### src/rtl/noc_eject_arbiter.sv
// noc_eject_arbiter: collects ejected flits from every flattened-butterfly node
// into per-node 2-entry FIFOs and serialises them onto one valid/ready host
// port using a round-robin arbiter. Each node gets a registered off (stop)
// signal and a sticky overflow flag.
module noc_eject_arbiter #(
  parameter  int DATA_W       = 8,
  parameter  int NODE_PER_ROW = 4,
  parameter  int NODE_PER_COL = 4,
  localparam int N            = NODE_PER_ROW * NODE_PER_COL,
  localparam int ID_W         = (N > 1) ? $clog2(N) : 1
) (
  input  logic                clk,
  input  logic                rst,
  input  logic [0:N-1]        valid_i_NoC,
  input  logic [0:DATA_W*N-1] data_i_NoC,
  output logic [0:N-1]        off_sigs_o_NoC,
  output logic                host_valid_o,
  input  logic                host_ready_i,
  output logic [DATA_W-1:0]   host_data_o,
  output logic [ID_W-1:0]     host_src_o,
  output logic [0:N-1]        overflow_o
);

  // Per-node FIFO storage: head is the oldest entry, tail the second one.
  logic [DATA_W-1:0] r_head [N];
  logic [DATA_W-1:0] r_tail [N];
  logic [1:0]        r_occ  [N];
  logic [0:N-1]      r_off;
  logic [0:N-1]      r_ovf;

  logic              r_hvalid;
  logic [DATA_W-1:0] r_hdata;
  logic [ID_W-1:0]   r_hsrc;
  logic [ID_W-1:0]   r_rr;

  logic [DATA_W-1:0] w_head_nxt [N];
  logic [DATA_W-1:0] w_tail_nxt [N];
  logic [1:0]        w_occ_nxt  [N];
  logic [N-1:0]      w_drop;
  logic [N-1:0]      w_pop;
  logic [N-1:0]      w_nonempty;

  logic              w_load;
  logic              w_grant;
  logic              w_found;
  logic [ID_W-1:0]   w_winner;
  logic [ID_W:0]     w_scan_idx;
  logic [ID_W:0]     w_rr_inc;
  logic [ID_W-1:0]   w_rr_nxt;

  // Output register may take a new flit when empty or being accepted this cycle.
  always_comb begin
    w_load  = !r_hvalid || host_ready_i;
    w_grant = w_load && w_found;
  end

  // Round-robin scan: first non-empty node starting at r_rr, wrapping mod N.
  always_comb begin
    w_found    = 1'b0;
    w_winner   = '0;
    w_scan_idx = '0;
    for (int unsigned k = 0; k < N; k++) begin
      w_scan_idx = {1'b0, r_rr} + (ID_W+1)'(k);
      if (w_scan_idx >= (ID_W+1)'(N)) w_scan_idx = w_scan_idx - (ID_W+1)'(N);
      if (!w_found && w_nonempty[w_scan_idx[ID_W-1:0]]) begin
        w_found  = 1'b1;
        w_winner = w_scan_idx[ID_W-1:0];
      end
    end
  end

  // Pointer moves to the slot after the winner, wrapping at N.
  always_comb begin
    w_rr_inc = {1'b0, w_winner} + (ID_W+1)'(1);
    w_rr_nxt = (w_rr_inc >= (ID_W+1)'(N)) ? '0 : w_rr_inc[ID_W-1:0];
  end

  // Per-node status and pop strobes derived from the grant.
  always_comb begin
    for (int unsigned i = 0; i < N; i++) begin
      w_nonempty[i] = (r_occ[i] != 2'd0);
      w_pop[i]      = w_grant && (w_winner == ID_W'(i));
    end
  end

  // FIFO next state: push/pop combinations; a full FIFO drops only without a pop.
  always_comb begin
    for (int unsigned i = 0; i < N; i++) begin
      w_head_nxt[i] = r_head[i];
      w_tail_nxt[i] = r_tail[i];
      w_occ_nxt[i]  = r_occ[i];
      w_drop[i]     = 1'b0;
      case ({valid_i_NoC[i], w_pop[i]})
        2'b10: begin
          case (r_occ[i])
            2'd0: begin
              w_head_nxt[i] = data_i_NoC[i*DATA_W +: DATA_W];
              w_occ_nxt[i]  = 2'd1;
            end
            2'd1: begin
              w_tail_nxt[i] = data_i_NoC[i*DATA_W +: DATA_W];
              w_occ_nxt[i]  = 2'd2;
            end
            default: w_drop[i] = 1'b1;
          endcase
        end
        2'b01: begin
          w_head_nxt[i] = r_tail[i];
          w_occ_nxt[i]  = r_occ[i] - 2'd1;
        end
        2'b11: begin
          // Simultaneous push/pop keeps occupancy; the new flit lands behind any remaining entry.
          if (r_occ[i] == 2'd1) begin
            w_head_nxt[i] = data_i_NoC[i*DATA_W +: DATA_W];
          end else begin
            w_head_nxt[i] = r_tail[i];
            w_tail_nxt[i] = data_i_NoC[i*DATA_W +: DATA_W];
          end
        end
        default: ;
      endcase
    end
  end

  // FIFO state, registered off signals and sticky overflow flags.
  always_ff @(posedge clk or negedge rst) begin
    if (!rst) begin
      r_head <= '{default: '0};
      r_tail <= '{default: '0};
      r_occ  <= '{default: '0};
      r_off  <= '0;
      r_ovf  <= '0;
    end else begin
      r_head <= w_head_nxt;
      r_tail <= w_tail_nxt;
      r_occ  <= w_occ_nxt;
      for (int unsigned i = 0; i < N; i++) begin
        r_off[i] <= (w_occ_nxt[i] != 2'd0);
        r_ovf[i] <= r_ovf[i] | w_drop[i];
      end
    end
  end

  // Host output register and round-robin pointer; everything holds while stalled.
  always_ff @(posedge clk or negedge rst) begin
    if (!rst) begin
      r_hvalid <= 1'b0;
      r_hdata  <= '0;
      r_hsrc   <= '0;
      r_rr     <= '0;
    end else if (w_load) begin
      r_hvalid <= w_found;
      if (w_found) begin
        r_hdata <= r_head[w_winner];
        r_hsrc  <= w_winner;
        r_rr    <= w_rr_nxt;
      end
    end
  end

  assign off_sigs_o_NoC = r_off;
  assign overflow_o     = r_ovf;
  assign host_valid_o   = r_hvalid;
  assign host_data_o    = r_hdata;
  assign host_src_o     = r_hsrc;

endmodule

### config.mk
export PLATFORM = sky130hd
export DESIGN_NAME = noc_eject_arbiter
export DESIGN_NICKNAME = d
export VERILOG_FILES = /design/src/rtl/noc_eject_arbiter.sv
export SDC_FILE = /design/constraint.sdc
export NUM_CORES = 1
export LEC_CHECK = 0
export ABC_AREA = 1
export ABC_CLOCK_PERIOD_IN_PS = 14700
export CELL_PAD_IN_SITES_DETAIL_PLACEMENT = 1
export CELL_PAD_IN_SITES_GLOBAL_PLACEMENT = 1
export CORE_MARGIN = 2
export CORE_UTILIZATION = 42
export CTS_BUF_LIST = sky130_fd_sc_hd__clkbuf_8 sky130_fd_sc_hd__clkbuf_16
export DETAILED_ROUTE_END_ITERATION = 8
export PLACE_DENSITY_LB_ADDON = 0.08
export SYNTH_ARGS = -nofsm -noshare
export SYNTH_HDL_FRONTEND = slang
export SYNTH_SLANG_ARGS = --single-unit
### constraint.sdc
create_clock -name clk -period 14.7 [get_ports clk]
set_input_delay 4.41 -clock clk [delete_from_list [all_inputs] [get_ports clk]]
set_output_delay 4.41 -clock clk [all_outputs]
set_load 0.01 [all_outputs]
# After elaboration in Yosys (flattened, before gate mapping)
# Index checks and enable logic that the tools add are counted.
[word_totals] regBits=337 input_bits=147 elab_cells=671 output_inout_bits=45
[op_classes] mux=228 eq_ne=111 bitwise=17 order_cmp=34 addsub=48 reduce_logical=179
[ops] operator="8-bit 2-to-1 mux" n=50
[ops] operator="8-bit case mux with 3 select lines" n=16
[ops] operator="8-bit case mux with 2 select lines" n=16
[ops] operator="4-bit 2-to-1 mux" n=33
[ops] operator="2-bit case mux with 2 select lines" n=32
[ops] operator="2-bit nonzero test" n=48
[ops] operator="5-bit greater-or-equal comparator, second input constant" n=17
[ops] operator="4-bit by 5-bit less-than comparator with 1-bit output, second input constant" n=16
[ops] operator="2-bit AND reduction" n=33
[ops] operator="1-bit binary-select mux with 4-bit select" n=16
[ops] operator="2-bit by 1-bit == test with 1-bit output, second input constant" n=32
[ops] operator="2-bit == test, second input constant" n=32
[ops] operator="1-bit 2-to-1 mux" n=64
[ops] operator="2-bit != test, second input constant" n=32
[ops] operator="4-bit by 1-bit subtractor with 4-bit output, second input constant" n=16
[ops] operator="3-bit nonzero test" n=16
[ops] operator="4-bit by 4-bit adder with 5-bit output, second input constant" n=8
[ops] operator="8-bit binary-select mux with 4-bit select" n=1
[ops] operator="4-bit == test, second input constant" n=8
[ops] operator="1-bit logical AND" n=32
[ops] operator="2-bit logical NOT" n=16
[ops] operator="2-bit OR reduction" n=16
[ops] operator="2-bit by 1-bit subtractor with 2-bit output, second input constant" n=16
[ops] operator="4-bit by 3-bit adder with 5-bit output, second input constant" n=4
[ops] operator="11 further kinds" n=47

# Longest topological paths before layout
# Gate-level depths: netlist (run 1).
[depth] ltp_word=55 ltp_mapped=36 depth_no_buf=35

# Least setup slack after synthesis (run 1)
# OpenSTA, ideal clock, no wires.
[synth_path] path_type="input-to-reg" from="input host_ready_i" to="register r_tail[92] (netlist name)" setup_slack_ps=8314 path_buffers=3 required_time_ps=14617 stages=12 setup_time_ps=83 arrival_ps=6303 path_cell_list="o21ai_2 > inv_2 > nand2_1 > nor2_1 > ha_1 > clkbuf_1 > inv_1 > clkbuf_1 > o21ai_1 > clkbuf_1 > o211ai_1 > o21ai_0"
[synth_via] elab_chain_cells=6 elab_cells_between_ends=9 cone_classes="eq/ne (3); mux (1); reduce/logical (5)"
[synth_rtl] element="start, declared" line="18" source="input logic host_ready_i,"
[synth_rtl] element="1-bit logical OR *" line="53" source="w_load = !r_hvalid || host_ready_i;"
[synth_rtl] element="1-bit logical AND *" line="54" source="w_grant = w_load && w_found;"
[synth_rtl] element="1-bit logical AND *" line="82" source="w_pop[i] = w_grant && (w_winner == ID_W'(i));"
[synth_rtl] element="2-bit == test" line="93" source="case ({valid_i_NoC[i], w_pop[i]})"
[synth_rtl] element="2-bit != test (no line) or 2-bit nonzero test (tied branches)"
[synth_rtl] element="2-bit AND reduction (no line)"
[synth_rtl] element="end signal, assigned" line="135" source="r_tail <= w_tail_nxt;"
[synth_rtl] element="end, declared" line="26" source="logic [DATA_W-1:0] r_tail [N];"
# Every way passes the cells marked *; elsewhere a longest branch is shown, timed or not.
# A chain may end at the register's enable or synchronous reset.

# Final worst setup path (run 1)
[layout_path] from="register r_rr[1]" to="register r_tail[33] (netlist name)"
[layout_via] elab_chain_cells=55 elab_cells_between_ends=166 cone_classes="add/sub (31); order compare (16); eq/ne (4); mux (81); reduce/logical (34)"
[layout_rtl] element="start, declared" line="34" source="logic [ID_W-1:0] r_rr;"
[layout_rtl] element="start signal, assigned" line="156" source="r_rr <= w_rr_nxt;"
[layout_rtl] element="branches (longest 51 deep; another with 4-bit by 1-bit adder with 5-bit output)"
[layout_rtl] element="1-bit logical AND *" line="82"
[layout_rtl] element="2-bit == test" line="93"
[layout_rtl] element="2-bit != test (no line) or 2-bit nonzero test (tied branches)"
[layout_rtl] element="2-bit AND reduction (no line)"
# Every way passes the cells marked *. The select of a mux whose other input is x is not followed.

==> results.md, run 1 <==
* Yosys warnings at 0
* Clock root buffer: clkbuf_16
* Worst hold start: overflow_o[13]
* CP most frequent cell: inv_1
* Std cell rows at 84
* First-pass GRT wire length at 125,900 um
* Critical path arrival at 9.95 ns
* Adder-cell share of the synthesized area at 0.06629
* Clock latency on the worst-skew pair at 0.59 ns
* Slowest stage delay, CP at 0.90 ns
* Max Fclk at 0.1055 GHz
* Leading area contributor after synthesis: dfrtp_1
* R2R setup slack at 5.22 ns
* CTS tree: built
* WP data required at 15.17 ns
* Sequential area share after synthesis at 0.3787
* Clock sinks at 337
* Top cell type's share of synthesized area at 0.3787
* Fin. Hold Viols at 0
* H-tree Lvls at 2
* Vias per std cell at 5.643
* Simple-gate area share of the yosys netlist at 0.2585
* Routability Congestion at 0.8891
* WL/cell at 20.23 um
* Yosys cell types at 43
* Post-route DRC at 0
* Largest family of logic cells by synthesized area: simple AND/OR/NAND/NOR gates
* Net Count, Synth at 3,374
* Number of antenna violations at the first check in global routing at 0
* CTS Hold Buffers Added at 0
* CTS resizes at 0
* Fin crit period at 9.481 ns
* Clock Path Buffers at 3
* DIE AREA at 0.05488 mm2
* Hpwl dp at 58,200 um
* Synth cell count leaders: nand2_1 (598), nor2_1 (408), inv_1 (374), dfrtp_1 (337), nand3_1 (283)
* Post-synthesis mux area share at 0
* Placed instance count at 3,854
* Initial DRC count at 1,475
* Post-Layout Cell Count at 3,936
* Synth Area in Compound Gates at 0.1982
* Critical Path Sink Type: flop
* Crit path launch type: flop
* GRT Total Usage at 0.2899
* FFs w/ async S/R, synth at 1.000
* Relative slew slack at 0.1061
* Die Ht at 234.3 um
* Final setup viols at 0
* Unrepaired setup endpoints after global routing: false
* Nets@finish at 3,477
* DP Area at 0.02450 mm2
* Crit path launch: r_rr[1]
* Kind of critical path: flop to flop
* Vias at 22,212
* GRT overflow at 0
* DRT Pass-1 Iters at 5
* P&R area growth vs syn at 17.24%
* HP Class: flop to flop
* Util after Layout at 0.4979
* Crit-path slowest cell: o21ai_1
* Fin Clk Skew at 0.02382 ns
* Largest net degree at the start of global routing at 135
* EDFF count, synth at 0
* Number of top-level pins at 192
* Least-Margin Pin Slew at 1.341 ns
* Layout cell share with drive strength beyond 1 at 0.04433
* Clock transition at path regs at 0.06 ns
* Max Cap Viol at 0
* Final wirelength at 79,630 um
* Reg2reg start: r_rr[1]
* Yosys reg bits at 337
* Top-count cell post-synth: nand2_1
* Total negative slack at 0 ns
* Post-Synth XOR/XNOR Area at 0.004719
* DRT antenna net count at 0
* Core area at 0.05245 mm2
* Die X at 234.3 um
* Vias in the first global route at 22,872
* Syn avg cell area at 7.164 um2
* Most used DFF post-synth: dfrtp_1
* Fin area at 0.02611 mm2
* Total CTS buffers at 44
* Initial Util at 0.4247
* Synth top area cells: dfrtp_1 (38%), nand2_1 (10%), nor2_1 (6.9%), ha_1 (6.6%), nand3_1 (6.4%)
* Post-Syn Area at 0.02227 mm2
* Final slew viol count at 0
* Syn Inst Count at 3,109
* Setup repair bufs after CTS at 0
* Period utilization at 0.6450
* Top fanout value on the critical path at 57
* Diodes inserted at 0
* IO buf count at 191
* Status: complete, no violations
-- cell type report --
| cell class | instances | area (um2) |
|---|---|---|
| fillers | 6632 | 26340 |
| multi-input cells | 2244 | 11760 |
| flip-flops and latches | 337 | 8433 |
| repair buffers | 201 | 2004 |
| inverters | 384 | 1441 |
| clock buffers | 58 | 1316 |
| well taps | 688 | 860.8 |
| clock inverters | 24 | 295.3 |
-- stage by stage --
step,hold slack (ns),setup WS (ns)
2_1_floorplan,0.4501,8.314
3_3_place_gp,0.4590,5.651
3_5_place_dp,0.4634,5.485
4_1_cts,0.4822,5.306
5_1_grt,0.4925,4.481
6_report,0.4755,5.219
-- cell families after synthesis --
family / after synthesis
simple gates: 1352
xor+xnor: 9
fa+ha+maj: 118
buf+inv: 528
compound gates: 765
flops: 337
-- metal layers --
| metal | global-route usage | vias up | wire length, um |
|---|---|---|---|
| met5 | 0 | - | 0 |
| met4 | 0.07733 | 0 | 2037 |
| li1 | - | 10532 | - |
| met2 | 0.4859 | 486 | 37850 |
| met3 | 0.03453 | 97 | 3587 |
| met1 | 0.3954 | 11097 | 36160 |
-- worst max-delay path: cells and delay by family (launching register included) --
kind                     cells  cell delay, ns
AO/OA/AOI/OAI                4            1.83
adder cells (fa/ha/maj)      3            1.61
buffers and inverters        8            2.91
flip-flops                   1            0.83
AND/OR/NAND/NOR             13            2.11
-- sequential cells by signal, summed over array words and instances (netlist names) --
register        count
host_data_o         8
host_src_o          4
host_valid_o        1
off_sigs_o_NoC     16
overflow_o         16
r_head            128
r_occ              32
r_rr                4
r_tail            128
-- final timing paths --
path | end | depth (start not counted)
min in group asynchronous | overflow_o[6] | 1
hold / removal | overflow_o[13] | 1
setup / recovery | r_tail[33] | 28
setup reg to reg | r_tail[33] | 28
max in group asynchronous | r_head[82] | 3
hold reg to reg | overflow_o[13] | 1
-- layout by cell type (no fill, tap or decap), types with 5 or more instances in the layout --
cell type	count
or2_2	16
a31oi_1	61
dfrtp_1	337
a21oi_1	231
clkbuf_8	12
ha_1	118
inv_1	383
o211ai_1	93
nor2_2	9
a41oi_1	29
nand3_1	283
o21ai_1	18
clkinv_2	7
o21bai_1	18
o22ai_1	82
buf_4	9
nand3_2	5
clkbuf_16	46
nand2_1	597
xor2_1	5
nand4_1	8
o21ai_0	228
nor2_1	407
clkdlybuf4s50_1	190
bufinv_16	7
inv_2	7
Power of run 1 is not shown: default switching activity piles up to over one toggle a cycle in this logic, so the estimate is an artifact.
==> inputs of run 2 (changes only) <==
--- a/config.mk
+++ b/config.mk
@@ -6,11 +6,11 @@
 export NUM_CORES = 1
 export LEC_CHECK = 0
 export ABC_AREA = 1
-export ABC_CLOCK_PERIOD_IN_PS = 14700
+export ABC_CLOCK_PERIOD_IN_PS = 8700
 export CELL_PAD_IN_SITES_DETAIL_PLACEMENT = 1
 export CELL_PAD_IN_SITES_GLOBAL_PLACEMENT = 1
 export CORE_MARGIN = 2
-export CORE_UTILIZATION = 42
+export CORE_UTILIZATION = 39
 export CTS_BUF_LIST = sky130_fd_sc_hd__clkbuf_8 sky130_fd_sc_hd__clkbuf_16
 export DETAILED_ROUTE_END_ITERATION = 8
 export PLACE_DENSITY_LB_ADDON = 0.08
==> constraint.sdc (replaced) <==
create_clock -name clk -period 8.7 [get_ports clk]
set_input_delay 2.61 -clock clk [delete_from_list [all_inputs] [get_ports clk]]
set_output_delay 2.61 -clock clk [all_outputs]
set_load 0.01 [all_outputs]
==> run 2 against run 1 <==
  * Final cell count increased by 2.2%
  * Hold slack got worse by 0.0048 ns
  * Clock skew decreased by 0.0039 ns
  * Routed wire length increased by 1.1%
  * Non-clock buffer count increased by 17
  * Flip-flop and latch count unchanged
  * Via count decreased by 0.36%
  * Global-route usage decreased by 2.0 points
  * Count of clock-buffer cells in the layout increased by 2
==> results.md, run 2 (same netlist as run 1, synthesis figures left out) <==
* Status: complete, no violations
* WP data required at 9.20 ns
* HP Class: flop to flop
* Die Ht at 243.0 um
* Met1 usage at 0.3684
* CP most frequent cell: inv_1
* Min setup slack post-route at 1.132 ns
* Nets@finish at 3,494
* Critical Path Sink Type: flop
* Clock Path Buffers at 3
* Core area at 0.05639 mm2
* CTS resizes at 0
* Clock latency on the worst-skew pair at 0.59 ns
* CTS Hold Buffers Added at 0
* Worst hold start: overflow_o[12]
* WHS Endpoint: overflow_o[12]
* DIE AREA at 0.05903 mm2
* H-tree Lvls at 2
* # fillers at 7,075
* Relative slew slack at 0.1696
* Period utilization at 0.8699
* Fin Clk Skew at 0.01993 ns
* Met2 Use GR at 0.4532
* First-pass GRT wire length at 127,300 um
* CTS tree: built
* GR Layer Usage met3 at 0.03085
* Hpwl dp at 59,970 um
* Biggest regs: r_head (128), r_tail (128), r_occ (32)
* Least-Margin Pin Slew at 1.246 ns
* Fin crit period at 7.568 ns
* Vias per std cell at 5.504
* DRT antenna net count at 0
* Gr busiest metal: met2
* Die X at 243.0 um
* R2R Path End: r_tail[67]
* Kind of critical path: flop to flop
* Unrepaired setup endpoints after global routing: false
* Layout cell share with drive strength beyond 1 at 0.05057
* Top fanout value on the critical path at 32
* Post-route DRC at 0
* Setup repair bufs after CTS at 0
* Final slew viol count at 0
* Vias at 22,131
* Place WS at 1.227 ns
* GRT Total Usage at 0.2694
* P&R area growth vs syn at 17.97%
* R2R setup slack at 1.13 ns
* Largest net degree at the start of global routing at 154
* Crit path launch type: flop
* Crit-path slowest cell: o21ai_1
* Clock root buffer: clkbuf_16
* Final wirelength at 80,540 um
* Critical path arrival at 8.07 ns
* Worst R2R Path Depth at 30
* WL/cell at 20.03 um
* Fin. Hold Viols at 0
* Clock transition at path regs at 0.06 ns
* GRT overflow at 0
* Min-Delay Path Depth at 1
* Std cell rows at 87
* Slowest stage delay, CP at 0.88 ns
* Number of antenna violations at the first check in global routing at 2
* Vias in the first global route at 22,830
* Clock sinks at 337
* Routability Congestion at 0.9484
* Initial Util at 0.3950
* Max Fclk at 0.1321 GHz
* Reg2reg start: r_rr[0]
* Max Cap Viol at 0
* IO buf count at 191
* Total negative slack at 0 ns
* Total CTS buffers at 44
* Number of top-level pins at 192
* Most common cell after layout, fill and taps aside: nand2_1
* Final setup viols at 0
* Most frequent cells in the layout: nand2_1 (597), nor2_1 (407), inv_1 (377)
* DRT Pass-1 Iters at 5
* Initial DRC count at 1,250
[run 2: layout make-up]
type / count / area (um2) / share of cell area
diodes: 2 / 5.005 / 0.0001905
clock buffers: 60 / 1333 / 0.05072
clock inverters: 20 / 211.5 / 0.008048
inverters: 384 / 1441 / 0.05486
multi-input cells: 2244 / 11760 / 0.4476
flip-flops and latches: 337 / 8433 / 0.3210
well taps: 756 / 945.9 / 0.03600
repair buffers: 218 / 2145 / 0.08163
[run 2: worst max path at each step]
stage               startpoint         end  slack, ns  cells past startpoint
floorplan              r_rr[1]  r_tail[20]       3.68                     31
global placement       r_rr[0]  r_tail[70]       1.52                     28
detailed placement     r_rr[0]  r_tail[67]       1.23                     28
CTS                    r_rr[0]  r_tail[67]       1.16                     28
global route           r_rr[0]  r_tail[70]       0.42                     30
finish                 r_rr[0]  r_tail[67]       1.13                     30
[run 2: through the flow]
step / hold slack (ns) / cells / util / cell area, um2
floorplan: 0.4501 / 3109 / - / 22270
detailed placement: 0.4613 / 3939 / 0.4385 / 24720
finish: 0.4707 / 4021 / 0.4659 / 26270
global placement: 0.4582 / 3939 / 0.4385 / 24720
global route: 0.4936 / 4021 / 0.4659 / 26270
CTS: 0.4779 / 4019 / 0.4659 / 26270
[run 2: layer usage]
metal  up-vias  wire length (um)
li1      10571                 -
met1     11083             37190
met2       384             38610
met3        93              3061
met4         0              1679
met5         -                 0
[run 2: critical path, delay by kind of cell (launching register included)]
family	cells	cell delay, ns
DFF	1	0.33
adders and majority gates	3	1.23
and+or+nand+nor	16	2.83
buffers and inverters	8	1.79
AOI/OAI and AO/OA	3	1.26
Power of run 2 is left out for the same reason.
